### src/rtl/usr_reg_func_ctrl_pkg.sv
// Shared types and default codes for the JTAG user-register function-select controller.
package usr_reg_ctrl_pkg;

    typedef enum logic {
        IDLE  = 1'b0,
        ARMED = 1'b1
    } state_e;

    localparam logic [7:0] DEF_CHAIN_CODE = 8'hFF;
    localparam logic [7:0] DEF_NOP_CODE   = 8'h00;

    // Counter must reach FW+1 so over-long scans stay distinguishable from exact ones.
    function automatic int cnt_width(input int fw);
        return $clog2(fw + 2);
    endfunction

endpackage

### src/rtl/usr_reg_func_ctrl_if.sv
// BSCAN-side and register-bank-side signals of the function-select controller.
interface usr_reg_func_ctrl_if #(
    parameter int NREG = 8,
    parameter int FW   = 8
);
    logic            SEL;
    logic            SHIFT;
    logic            UPDATE;
    logic            TDI;
    logic [NREG-1:0] LD_REQ;
    logic [NREG-1:0] FSEL;
    logic            DSY_CHAIN;
    logic            TDO;
    logic [NREG-1:0] LOAD;
    logic [FW-1:0]   ACTIVE_FUNC;
    logic            BAD_CODE;
    logic            BUSY;

    modport master (
        output SEL, SHIFT, UPDATE, TDI, LD_REQ,
        input  FSEL, DSY_CHAIN, TDO, LOAD, ACTIVE_FUNC, BAD_CODE, BUSY
    );

    modport slave (
        input  SEL, SHIFT, UPDATE, TDI, LD_REQ,
        output FSEL, DSY_CHAIN, TDO, LOAD, ACTIVE_FUNC, BAD_CODE, BUSY
    );
endinterface

### src/rtl/usr_reg_func_ctrl_arb.sv
// Round-robin arbiter with a registered one-hot grant; the search starts at the pointer,
// which moves just past each winner.
module rr_arbiter #(
    parameter int N = 8
) (
    input  logic         clk,
    input  logic         rst_n,
    input  logic [N-1:0] req,
    input  logic [N-1:0] mask,
    output logic [N-1:0] grant
);
    localparam int PW = (N > 1) ? $clog2(N) : 1;

    logic [PW-1:0] ptr_reg, ptr_next;
    logic [N-1:0]  grant_reg, grant_next;
    logic [N-1:0]  cand;
    logic [PW-1:0] idx;
    logic          found;
    int            pos;

    assign cand  = req & ~mask;
    assign grant = grant_reg;

    always_comb begin
        grant_next = '0;
        ptr_next   = ptr_reg;
        found      = 1'b0;
        idx        = '0;
        pos        = 0;
        for (int k = 0; k < N; k++) begin
            pos = int'(ptr_reg) + k;
            if (pos >= N) begin
                pos = pos - N;
            end
            idx = PW'(pos);
            if (!found && cand[idx]) begin
                found           = 1'b1;
                grant_next[idx] = 1'b1;
                ptr_next        = (pos == N - 1) ? '0 : PW'(pos + 1);
            end
        end
    end

    always_ff @(posedge clk or negedge rst_n) begin
        if (!rst_n) begin
            ptr_reg   <= '0;
            grant_reg <= '0;
        end else begin
            ptr_reg   <= ptr_next;
            grant_reg <= grant_next;
        end
    end

endmodule

### src/rtl/usr_reg_func_ctrl.sv
// Decodes a scanned function code into a one-hot FSEL or daisy-chain mode for the next
// data scan, and turns parallel-load requests into LOAD pulses that avoid JTAG updates.
module usr_reg_func_ctrl
    import usr_reg_ctrl_pkg::*;
#(
    parameter int            NREG       = 8,
    parameter int            FW         = 8,
    parameter logic [FW-1:0] CHAIN_CODE = FW'(DEF_CHAIN_CODE),
    parameter logic [FW-1:0] NOP_CODE   = FW'(DEF_NOP_CODE)
) (
    input logic                TCK,
    input logic                RST_N,
    usr_reg_func_ctrl_if.slave bus
);
    localparam int            CW       = cnt_width(FW);
    localparam logic [CW-1:0] CNT_FULL = CW'(FW);
    localparam logic [CW-1:0] CNT_SAT  = CW'(FW + 1);

    state_e          state_reg, state_next;
    logic [FW-1:0]   fcode_reg, fcode_next;
    logic [CW-1:0]   cnt_reg, cnt_next;
    logic [NREG-1:0] fsel_reg, fsel_next;
    logic            chain_reg, chain_next;
    logic [FW-1:0]   active_reg, active_next;
    logic            bad_reg, bad_next;

    logic [NREG-1:0] dec_onehot;
    logic [NREG-1:0] arb_mask;
    logic [NREG-1:0] load_grant;
    logic            sel_update;
    logic            cnt_full;

    generate
        for (genvar gi = 0; gi < NREG; gi++) begin : g_dec
            assign dec_onehot[gi] = (fcode_reg == FW'(gi + 1));
        end
    endgenerate

    assign sel_update = bus.SEL & bus.UPDATE;
    assign cnt_full   = (cnt_reg == CNT_FULL);

    always_comb begin
        state_next  = state_reg;
        fcode_next  = fcode_reg;
        cnt_next    = cnt_reg;
        fsel_next   = fsel_reg;
        chain_next  = chain_reg;
        active_next = active_reg;
        bad_next    = 1'b0;
        case (state_reg)
            IDLE: begin
                if (!bus.SEL) begin
                    cnt_next = '0;
                end else if (bus.UPDATE) begin
                    cnt_next = '0;
                    // NOP is tested first so a NOP_CODE inside 1..NREG still selects nothing.
                    if (cnt_full && fcode_reg == NOP_CODE) begin
                        state_next = IDLE;
                    end else if (cnt_full && |dec_onehot) begin
                        state_next  = ARMED;
                        fsel_next   = dec_onehot;
                        active_next = fcode_reg;
                    end else if (cnt_full && fcode_reg == CHAIN_CODE) begin
                        state_next  = ARMED;
                        chain_next  = 1'b1;
                        active_next = fcode_reg;
                    end else begin
                        bad_next = 1'b1;
                    end
                end else if (bus.SHIFT) begin
                    fcode_next = {bus.TDI, fcode_reg[FW-1:1]};
                    if (cnt_reg != CNT_SAT) begin
                        cnt_next = cnt_reg + 1'b1;
                    end
                end
            end
            ARMED: begin
                if (!bus.SEL || bus.UPDATE) begin
                    state_next = IDLE;
                    fsel_next  = '0;
                    chain_next = 1'b0;
                end
            end
            default: begin
                state_next = IDLE;
            end
        endcase
    end

    always_ff @(posedge TCK or negedge RST_N) begin
        if (!RST_N) begin
            state_reg  <= IDLE;
            fcode_reg  <= '0;
            cnt_reg    <= '0;
            fsel_reg   <= '0;
            chain_reg  <= 1'b0;
            active_reg <= NOP_CODE;
            bad_reg    <= 1'b0;
        end else begin
            state_reg  <= state_next;
            fcode_reg  <= fcode_next;
            cnt_reg    <= cnt_next;
            fsel_reg   <= fsel_next;
            chain_reg  <= chain_next;
            active_reg <= active_next;
            bad_reg    <= bad_next;
        end
    end

    // A selected register or chain mode is being scanned; an update cycle blocks every grant.
    assign arb_mask = fsel_reg | {NREG{chain_reg}} | {NREG{sel_update}};

    rr_arbiter #(
        .N(NREG)
    ) u_load_arb (
        .clk  (TCK),
        .rst_n(RST_N),
        .req  (bus.LD_REQ),
        .mask (arb_mask),
        .grant(load_grant)
    );

    assign bus.FSEL        = fsel_reg;
    assign bus.DSY_CHAIN   = chain_reg;
    assign bus.ACTIVE_FUNC = active_reg;
    assign bus.BAD_CODE    = bad_reg;
    assign bus.BUSY        = (state_reg == ARMED);
    assign bus.LOAD        = load_grant;
    assign bus.TDO         = (state_reg == IDLE && bus.SEL) ? fcode_reg[0] : 1'b0;

endmodule

### src/flat_wrapper.sv
// flat-port wrapper written by rule: the top's interface ports become plain ports
module usr_reg_func_ctrl_flat import usr_reg_ctrl_pkg::*;
#(
    parameter int            NREG       = 8,
    parameter int            FW         = 8,
    parameter logic [FW-1:0] CHAIN_CODE = FW'(DEF_CHAIN_CODE),
    parameter logic [FW-1:0] NOP_CODE   = FW'(DEF_NOP_CODE)
)
  (TCK, RST_N, bus_SEL, bus_SHIFT, bus_UPDATE, bus_TDI, bus_LD_REQ, bus_FSEL, bus_DSY_CHAIN, bus_TDO, bus_LOAD, bus_ACTIVE_FUNC, bus_BAD_CODE, bus_BUSY);
  usr_reg_func_ctrl_if #(.NREG(NREG), .FW(FW)) bus_i ();
  input logic TCK;
  input logic RST_N;
  input wire logic [$bits(bus_i.SEL)-1:0] bus_SEL;
  input wire logic [$bits(bus_i.SHIFT)-1:0] bus_SHIFT;
  input wire logic [$bits(bus_i.UPDATE)-1:0] bus_UPDATE;
  input wire logic [$bits(bus_i.TDI)-1:0] bus_TDI;
  input wire logic [$bits(bus_i.LD_REQ)-1:0] bus_LD_REQ;
  output wire logic [$bits(bus_i.FSEL)-1:0] bus_FSEL;
  output wire logic [$bits(bus_i.DSY_CHAIN)-1:0] bus_DSY_CHAIN;
  output wire logic [$bits(bus_i.TDO)-1:0] bus_TDO;
  output wire logic [$bits(bus_i.LOAD)-1:0] bus_LOAD;
  output wire logic [$bits(bus_i.ACTIVE_FUNC)-1:0] bus_ACTIVE_FUNC;
  output wire logic [$bits(bus_i.BAD_CODE)-1:0] bus_BAD_CODE;
  output wire logic [$bits(bus_i.BUSY)-1:0] bus_BUSY;
  assign bus_i.SEL = bus_SEL;
  assign bus_i.SHIFT = bus_SHIFT;
  assign bus_i.UPDATE = bus_UPDATE;
  assign bus_i.TDI = bus_TDI;
  assign bus_i.LD_REQ = bus_LD_REQ;
  assign bus_FSEL = bus_i.FSEL;
  assign bus_DSY_CHAIN = bus_i.DSY_CHAIN;
  assign bus_TDO = bus_i.TDO;
  assign bus_LOAD = bus_i.LOAD;
  assign bus_ACTIVE_FUNC = bus_i.ACTIVE_FUNC;
  assign bus_BAD_CODE = bus_i.BAD_CODE;
  assign bus_BUSY = bus_i.BUSY;
  usr_reg_func_ctrl #(.NREG(NREG), .FW(FW), .CHAIN_CODE(CHAIN_CODE), .NOP_CODE(NOP_CODE)) u_core (.TCK(TCK), .RST_N(RST_N), .bus(bus_i));
endmodule
### config.mk
export PLATFORM = sky130hd
export DESIGN_NAME = usr_reg_func_ctrl_flat
export DESIGN_NICKNAME = d
export VERILOG_FILES = /design/src/rtl/usr_reg_func_ctrl_pkg.sv /design/src/rtl/usr_reg_func_ctrl_if.sv /design/src/rtl/usr_reg_func_ctrl_arb.sv /design/src/rtl/usr_reg_func_ctrl.sv /design/src/flat_wrapper.sv
export SDC_FILE = /design/constraint.sdc
export NUM_CORES = 1
export LEC_CHECK = 0
export CORE_MARGIN = 2
export CORE_UTILIZATION = 25
export DETAILED_ROUTE_END_ITERATION = 12
export HOLD_SLACK_MARGIN = 0.08
export PLACE_DENSITY_LB_ADDON = 0.25
export SLEW_MARGIN = 20
export SYNTH_ARGS = -nofsm -noshare
export SYNTH_HDL_FRONTEND = slang
export SYNTH_SLANG_ARGS = --single-unit
### constraint.sdc
create_clock -name TCK -period 6.25 [get_ports TCK]
set_input_delay 1.25 -clock TCK [delete_from_list [all_inputs] [get_ports TCK]]
set_output_delay 1.25 -clock TCK [all_outputs]
set_load 0.01 [all_outputs]
Yosys cells after proc, flatten, opt, wreduce, memory -nomap -nowiden
Index checks and enable logic that the tools add are counted. Widths: inputs -> output; s select.

Memories kept: 0. Input bits: 14. Output and inout port bits: 28. Bits in latches: 0. Flip-flop bits (word level): 42. ROM bits: 0. Bits in writable memories: 0. Word-level logic and storage cells: 241.

Add/subtract/negate cells: 24. Multipliers: 0. Bitwise gates (word level): 15. Reduce and logical (&&, ||, !) cells: 37. Mux-type cells: 104. Order comparisons: 24. Div/mod/pow operators: 0. Shifts and indexed selects: 0. Equal/unequal tests: 28.

Operators by type and width (number): $eq 32x4->1 const B (8); $mux 32 (8); $mux 8 (15); $or 8x8->8 (9); $mux 3 (16); $mux 1 (42); $sub 4x4->5 const B (7); $eq 8x3->1 const B (4); $lt 3x4->1 const B (8); $ge 4x4->1 const B (7); $add 3x2->3 const B (8); $bmux 1 s3 (8); $demux 1 s3 (8); $ge 3x1->1 const B (8); $logic_and 1x1->1 (19); $add 3x3->4 const B (4); $eq 8x2->1 const B (2); $mux 4 (4); $pmux 8 s2 (1); $ne 2x2->1 const B (5); $reduce_and 5->1 (2); $add 3x2->4 const B (2); $and 8x8->8 (1); $eq 8x1->1 const B (1); other kinds (23) (35).

Depth between registers and ports, before layout
Word-level depth: 28. Gate-level depth with buffers: 13. Gate-level depth less buffers: 11.

Modules after synthesis
Synthesis repeated with hierarchy kept, for this count alone.

Cells, all modules: 323. Area, all modules: 3143.0 um^2.

Modules (own cells, without submodules): rr_arbiter (cells an instance 168, area each 1610.3 um^2, times used 1, seq. area each 275.3 um^2); usr_reg_func_ctrl (cells an instance 155, area each 1532.7 um^2, times used 1, seq. area each 775.7 um^2).

Worst setup path after synthesis
Ideal clock, no wire load.

Kind: in2reg. Start: in bus_UPDATE. End: reg u_core.u_load_arb.ptr_reg[1]. Library setup time: 122 ps. Stages on the path: 9. Arrival time: 3291 ps. Data required time: 6128 ps. Path buffers: 2. Setup slack: 2837 ps. Path through: buf_4 > a21bo_2 > buf_4 > o22ai_1 > mux4_2 > a211oi_4 > nand4b_2 > a211o_1 > a32o_1.

Longest elaborated chain between the ends: 28. Elaborated cells on any way between the ends: 49. Those cells by class: mux: 30; bitwise: 4; reduce/logical: 15.

RTL lines: start, declared (RTL line flat_wrapper.sv:15) `input wire logic [$bits(bus_i.UPDATE)-1:0] bus_UPDATE;`; $and 1x1->1 (*) (RTL line usr_reg_func_ctrl.sv:39) `assign sel_update = bus.SEL & bus.UPDATE;`; $or 8x8->8 (*) (RTL line usr_reg_func_ctrl.sv:111) `assign arb_mask = fsel_reg | {NREG{chain_reg}} | {NREG{sel_update}};`; $not 8->8 (*) (RTL line usr_reg_func_ctrl_arb.sv:21) `assign cand = req & ~mask;`; $and 8x8->8 (*) (RTL line usr_reg_func_ctrl_arb.sv:21); $bmux 1 s3 (RTL line usr_reg_func_ctrl_arb.sv:36) `if (!found && cand[idx]) begin`; $mux 1 (implied by the code) (RTL line usr_reg_func_ctrl_arb.sv:36); $mux 1 (RTL line usr_reg_func_ctrl_arb.sv:36); $logic_not 1->1 (RTL line usr_reg_func_ctrl_arb.sv:36); [12 not listed]; $logic_and 1x1->1 (RTL line usr_reg_func_ctrl_arb.sv:36); $mux 1 (RTL line usr_reg_func_ctrl_arb.sv:36); $logic_not 1->1 (RTL line usr_reg_func_ctrl_arb.sv:36); $logic_and 1x1->1 (RTL line usr_reg_func_ctrl_arb.sv:36); $mux 1 (RTL line usr_reg_func_ctrl_arb.sv:36); $logic_not 1->1 (RTL line usr_reg_func_ctrl_arb.sv:36); $logic_and 1x1->1 (RTL line usr_reg_func_ctrl_arb.sv:36); $reduce_bool 8->1 (no source line) or $mux 3 (tied branches); end signal, assigned (RTL line usr_reg_func_ctrl_arb.sv:49) `ptr_reg <= ptr_next;`; end, declared (RTL line usr_reg_func_ctrl_arb.sv:14) `logic [PW-1:0] ptr_reg, ptr_next;`.

Mark *: on every way between the ends. The rest lies on a longest branch, timed or not. The select of a mux whose other input is x is not followed. A chain may end at the register's enable or synchronous reset.

Final worst setup path
Start: in bus_SEL. End: reg u_core.u_load_arb.ptr_reg[2].

Longest elaborated chain between the ends: 28. Elaborated cells on any way between the ends: 49. Those cells by class: mux: 30; bitwise: 4; reduce/logical: 15.

RTL lines: start, declared (RTL line flat_wrapper.sv:13) `input wire logic [$bits(bus_i.SEL)-1:0] bus_SEL;`; $and 1x1->1 (*) (RTL line usr_reg_func_ctrl.sv:39); $or 8x8->8 (*) (RTL line usr_reg_func_ctrl.sv:111); $not 8->8 (*) (RTL line usr_reg_func_ctrl_arb.sv:21); $and 8x8->8 (*) (RTL line usr_reg_func_ctrl_arb.sv:21); $bmux 1 s3 (RTL line usr_reg_func_ctrl_arb.sv:36); $mux 1 (implied by the code) (RTL line usr_reg_func_ctrl_arb.sv:36); $mux 1 (RTL line usr_reg_func_ctrl_arb.sv:36); $logic_not 1->1 (RTL line usr_reg_func_ctrl_arb.sv:36); [12 not listed]; $logic_and 1x1->1 (RTL line usr_reg_func_ctrl_arb.sv:36); $mux 1 (RTL line usr_reg_func_ctrl_arb.sv:36); $logic_not 1->1 (RTL line usr_reg_func_ctrl_arb.sv:36); $logic_and 1x1->1 (RTL line usr_reg_func_ctrl_arb.sv:36); $mux 1 (RTL line usr_reg_func_ctrl_arb.sv:36); $logic_not 1->1 (RTL line usr_reg_func_ctrl_arb.sv:36); $logic_and 1x1->1 (RTL line usr_reg_func_ctrl_arb.sv:36); $reduce_bool 8->1 (no source line) or $mux 3 (tied branches).

Marks and branches as above.

==> impl_metrics.json <==
{
  "status": "completed",
  "ctsResizeCount": 0,
  "r2r_slack_ns": 2.36,
  "cts_tree": "built",
  "r2r-end": "u_core.u_load_arb.grant[3]$_DFF_PN0_",
  "hpwl_um": 7170,
  "final_layout_size_suffix_gt1_share_pct": 14.3,
  "drc": 0,
  "stdcell_area_um2": 4030,
  "die_h_um": 119,
  "hold_depth": 2,
  "synthXorXnorAreaFrac_pct": 0.793,
  "finClkSkew_ns": 0.00692,
  "arrival_ns": 4.51,
  "dr.pass1.iters": 4,
  "antenna_cells": 0,
  "combPwrFrac_pct": 67.3,
  "syn_area_per_cell_um2": 9.50,
  "synthCells": 349,
  "boundaryPins": 42,
  "synth_edf_count": 0,
  "cts_setup_buffers": 0,
  "cts_buffers": 5,
  "synth_top_family_by_area": "compound AO/OA/AOI/OAI gates",
  "slowest_delay_ns": 0.74,
  "p_sw_uw": 976,
  "worstPathCellList": "clkdlybuf4s50_1 -> a21oi_1 -> a22o_1 -> mux4_2 -> a211oi_4 -> nor3b_2 -> nand2_1 -> o211a_1 -> o21ai_1",
  "syn-cell-area_um2": 3310,
  "p_leak_nw": 1.68,
  "synth_warnings": 0,
  "grt_use_total_pct": 13.6,
  "yosys.area.top_type_share_pct": 31.7,
  "cts.sinks": 42,
  "synth_simple_gate_area_share_pct": 21.0,
  "seq_area_frac_synth_pct": 31.7,
  "final_net_count": 416,
  "core_area_um2": 13100,
  "internal_power_mw": 1.13,
  "via_per_inst": 5.14,
  "antenna_found_initial": 0,
  "slew_headroom_pct": 34.3,
  "rsz0062_at_grt": "no",
  "post-synth-top-count-cell": "nand2_1",
  "swShare_pct": 46.2,
  "period_share_pct": 68.9,
  "cts_buffer_depth": 2,
  "worstMarginPinSlew_ns": 0.986,
  "cts_hold_buf": 0,
  "wirelength_um": 9370,
  "clkPwrFrac_pct": 13.8,
  "r2r_start": "u_core.u_load_arb.ptr_reg[1]$_DFFE_PN0P_",
  "power_frac_seq_pct": 18.9,
  "rows": 42,
  "min_period_ns": 4.31,
  "synth_commonest_cells": "nand2_1, dfrtp_1, ha_1",
  "area_growth_pct": 21.4,
  "grt_pass1_vias": 2853,
  "grt_pass1_wl_um": 15300,
  "cts_root_buf": "clkbuf_16",
  "synth_compound_area_share_pct": 21.9,
  "htreeDepth": 2,
  "globalplace.congestion": 0.893,
  "cp_max_fo": 12,
  "fmax_ghz": 0.232,
  "grt_max_degree": 43,
  "ys_top_cells_by_area": "dfrtp_1, ha_1, mux2_2, nand2_1, mux4_2",
  "clock_latency_ns": 0.29,
  "slew_viol_final": 0,
  "die_w_um": 119,
  "hold_viol": 0,
  "path_buf_inv": 1,
  "netlist.top_cell.by_area": "dfrtp_1",
  "cpLargestDelayFamily": "compound AO/OA/AOI/OAI gates",
  "crit_required_ns": 6.45,
  "wire_per_inst_um": 16.7,
  "min_path_type": "reg2reg",
  "critPathLaunchType": "input pin",
  "synthMuxAreaShare_pct": 12.9,
  "clk_pin_slew_ns": 0.06,
  "synth_cell_types": 67,
  "synth-adder-area-share_pct": 7.17,
  "grt_overflow": 0,
  "r2r_cells": 10,
  "cp-end-kind": "flop",
  "min_to": "u_core.bus.ACTIVE_FUNC[5]$_DFFE_PN0P_",
  "syn_nets": 382,
  "drt_iter0_markers": 182,
  "p_per_area_nw_per_um2": 524,
  "synthFlopType": "dfrtp_1",
  "via_count": 2877,
  "vdd_ir_drop_max_v": 0.000165,
  "worst_path_max_delay_cell": "clkdlybuf4s50_1",
  "ys_ff_latch": 42,
  "ant_nets": 0,
  "cap_violations": 0,
  "initial_core_util_pct": 25.3,
  "setup_viol": 0,
  "crit_type": "in2reg",
  "die-area_um2": 14200,
  "min-delay-start": "u_core.bus.ACTIVE_FUNC[5]$_DFFE_PN0P_",
  "async_flop_share_pct": 100,
  "postPlaceCellArea_um2": 3860,
  "final.setup.tns_ns": 0,
  "portBuffers": 41
}
per-stage QoR:
step	power (mW)	worst slack [ns]	util [%]	instances	hold slack, ns
after floorplan	1.49	2.84	-	349	0.490
after global placement	1.83	1.77	29.5	552	0.473
after detailed placement	1.82	1.68	29.5	552	0.467
after CTS	2.13	1.96	30.8	560	0.492
after global routing	2.30	1.78	30.8	560	0.515
final	2.11	1.94	30.8	560	0.487
placed cells by master, fill, tap and decap left out, drive strengths merged, types with 4 or more instances in the layout:
cell	instances
clkbuf	5
o221ai	5
inv	17
mux2i	9
a21oi	10
dfrtp	42
a22oi	8
a22o	5
o21ai	17
nand2	46
a221oi	4
or3b	6
nor2	15
nand2b	9
ha	19
nor2b	4
nor3b	11
o22ai	9
mux2	18
clkdlybuf4s50	40
nor3	10
mux4	6
routing by layer:
metal  routed length [µm]  track usage, %  part of all wire, %  up-vias
met5                    0               0                    0        -
met2                 4400            21.8                   47       70
met3                  497            3.30                  5.3        2
li1                     -               -                    -     1393
met1                 4420            18.0                   47     1412
met4                   50            4.24                 0.53        0
kinds of logic after synthesis:
family                     after synthesis
AOI/OAI and AO/OA                       94
xor gates and xnor gates                 3
adders and majority gates               19
buffers and inverters                   32
DFF                                     42
muxes                                   33
and+or+nand+nor                        126
worst min-delay path, cell delays in order (launching register included):
cell     delay (ns)
dfrtp_1        0.35
nand2_1        0.05
nand2_1        0.06
worst max path at each step:
stage,from,endpoint,cells after the start
global placement,bus_SEL,u_core.u_load_arb.ptr_reg[2]$_DFFE_PN0P_,9
global route,bus_SEL,u_core.u_load_arb.ptr_reg[2]$_DFFE_PN0P_,9
CTS,bus_SEL,u_core.u_load_arb.ptr_reg[2]$_DFFE_PN0P_,9
floorplan,bus_UPDATE,u_core.u_load_arb.ptr_reg[1]$_DFFE_PN0P_,9
detailed placement,bus_SEL,u_core.u_load_arb.ptr_reg[2]$_DFFE_PN0P_,9
finish,bus_SEL,u_core.u_load_arb.ptr_reg[2]$_DFFE_PN0P_,9
final cells by class:
class	instances	area, µm²
inverter	17	63.8
fill	1357	9060
clock buffer	5	125
clock inverter	3	40.0
tap	176	220
multi-input combinational	275	2110
timing repair buffer	42	413
sequential	42	1050
power groups by stage:
stage	clock network (mW)	logic, mW	registers [mW]
final	0.290	1.42	0.399
after floorplan	0	1.10	0.389
after global routing	0.313	1.58	0.409
after CTS	0.303	1.42	0.399
after detailed placement	0	1.41	0.404
after global placement	0	1.43	0.404
Note: power is estimated with default switching activity, not from simulation.
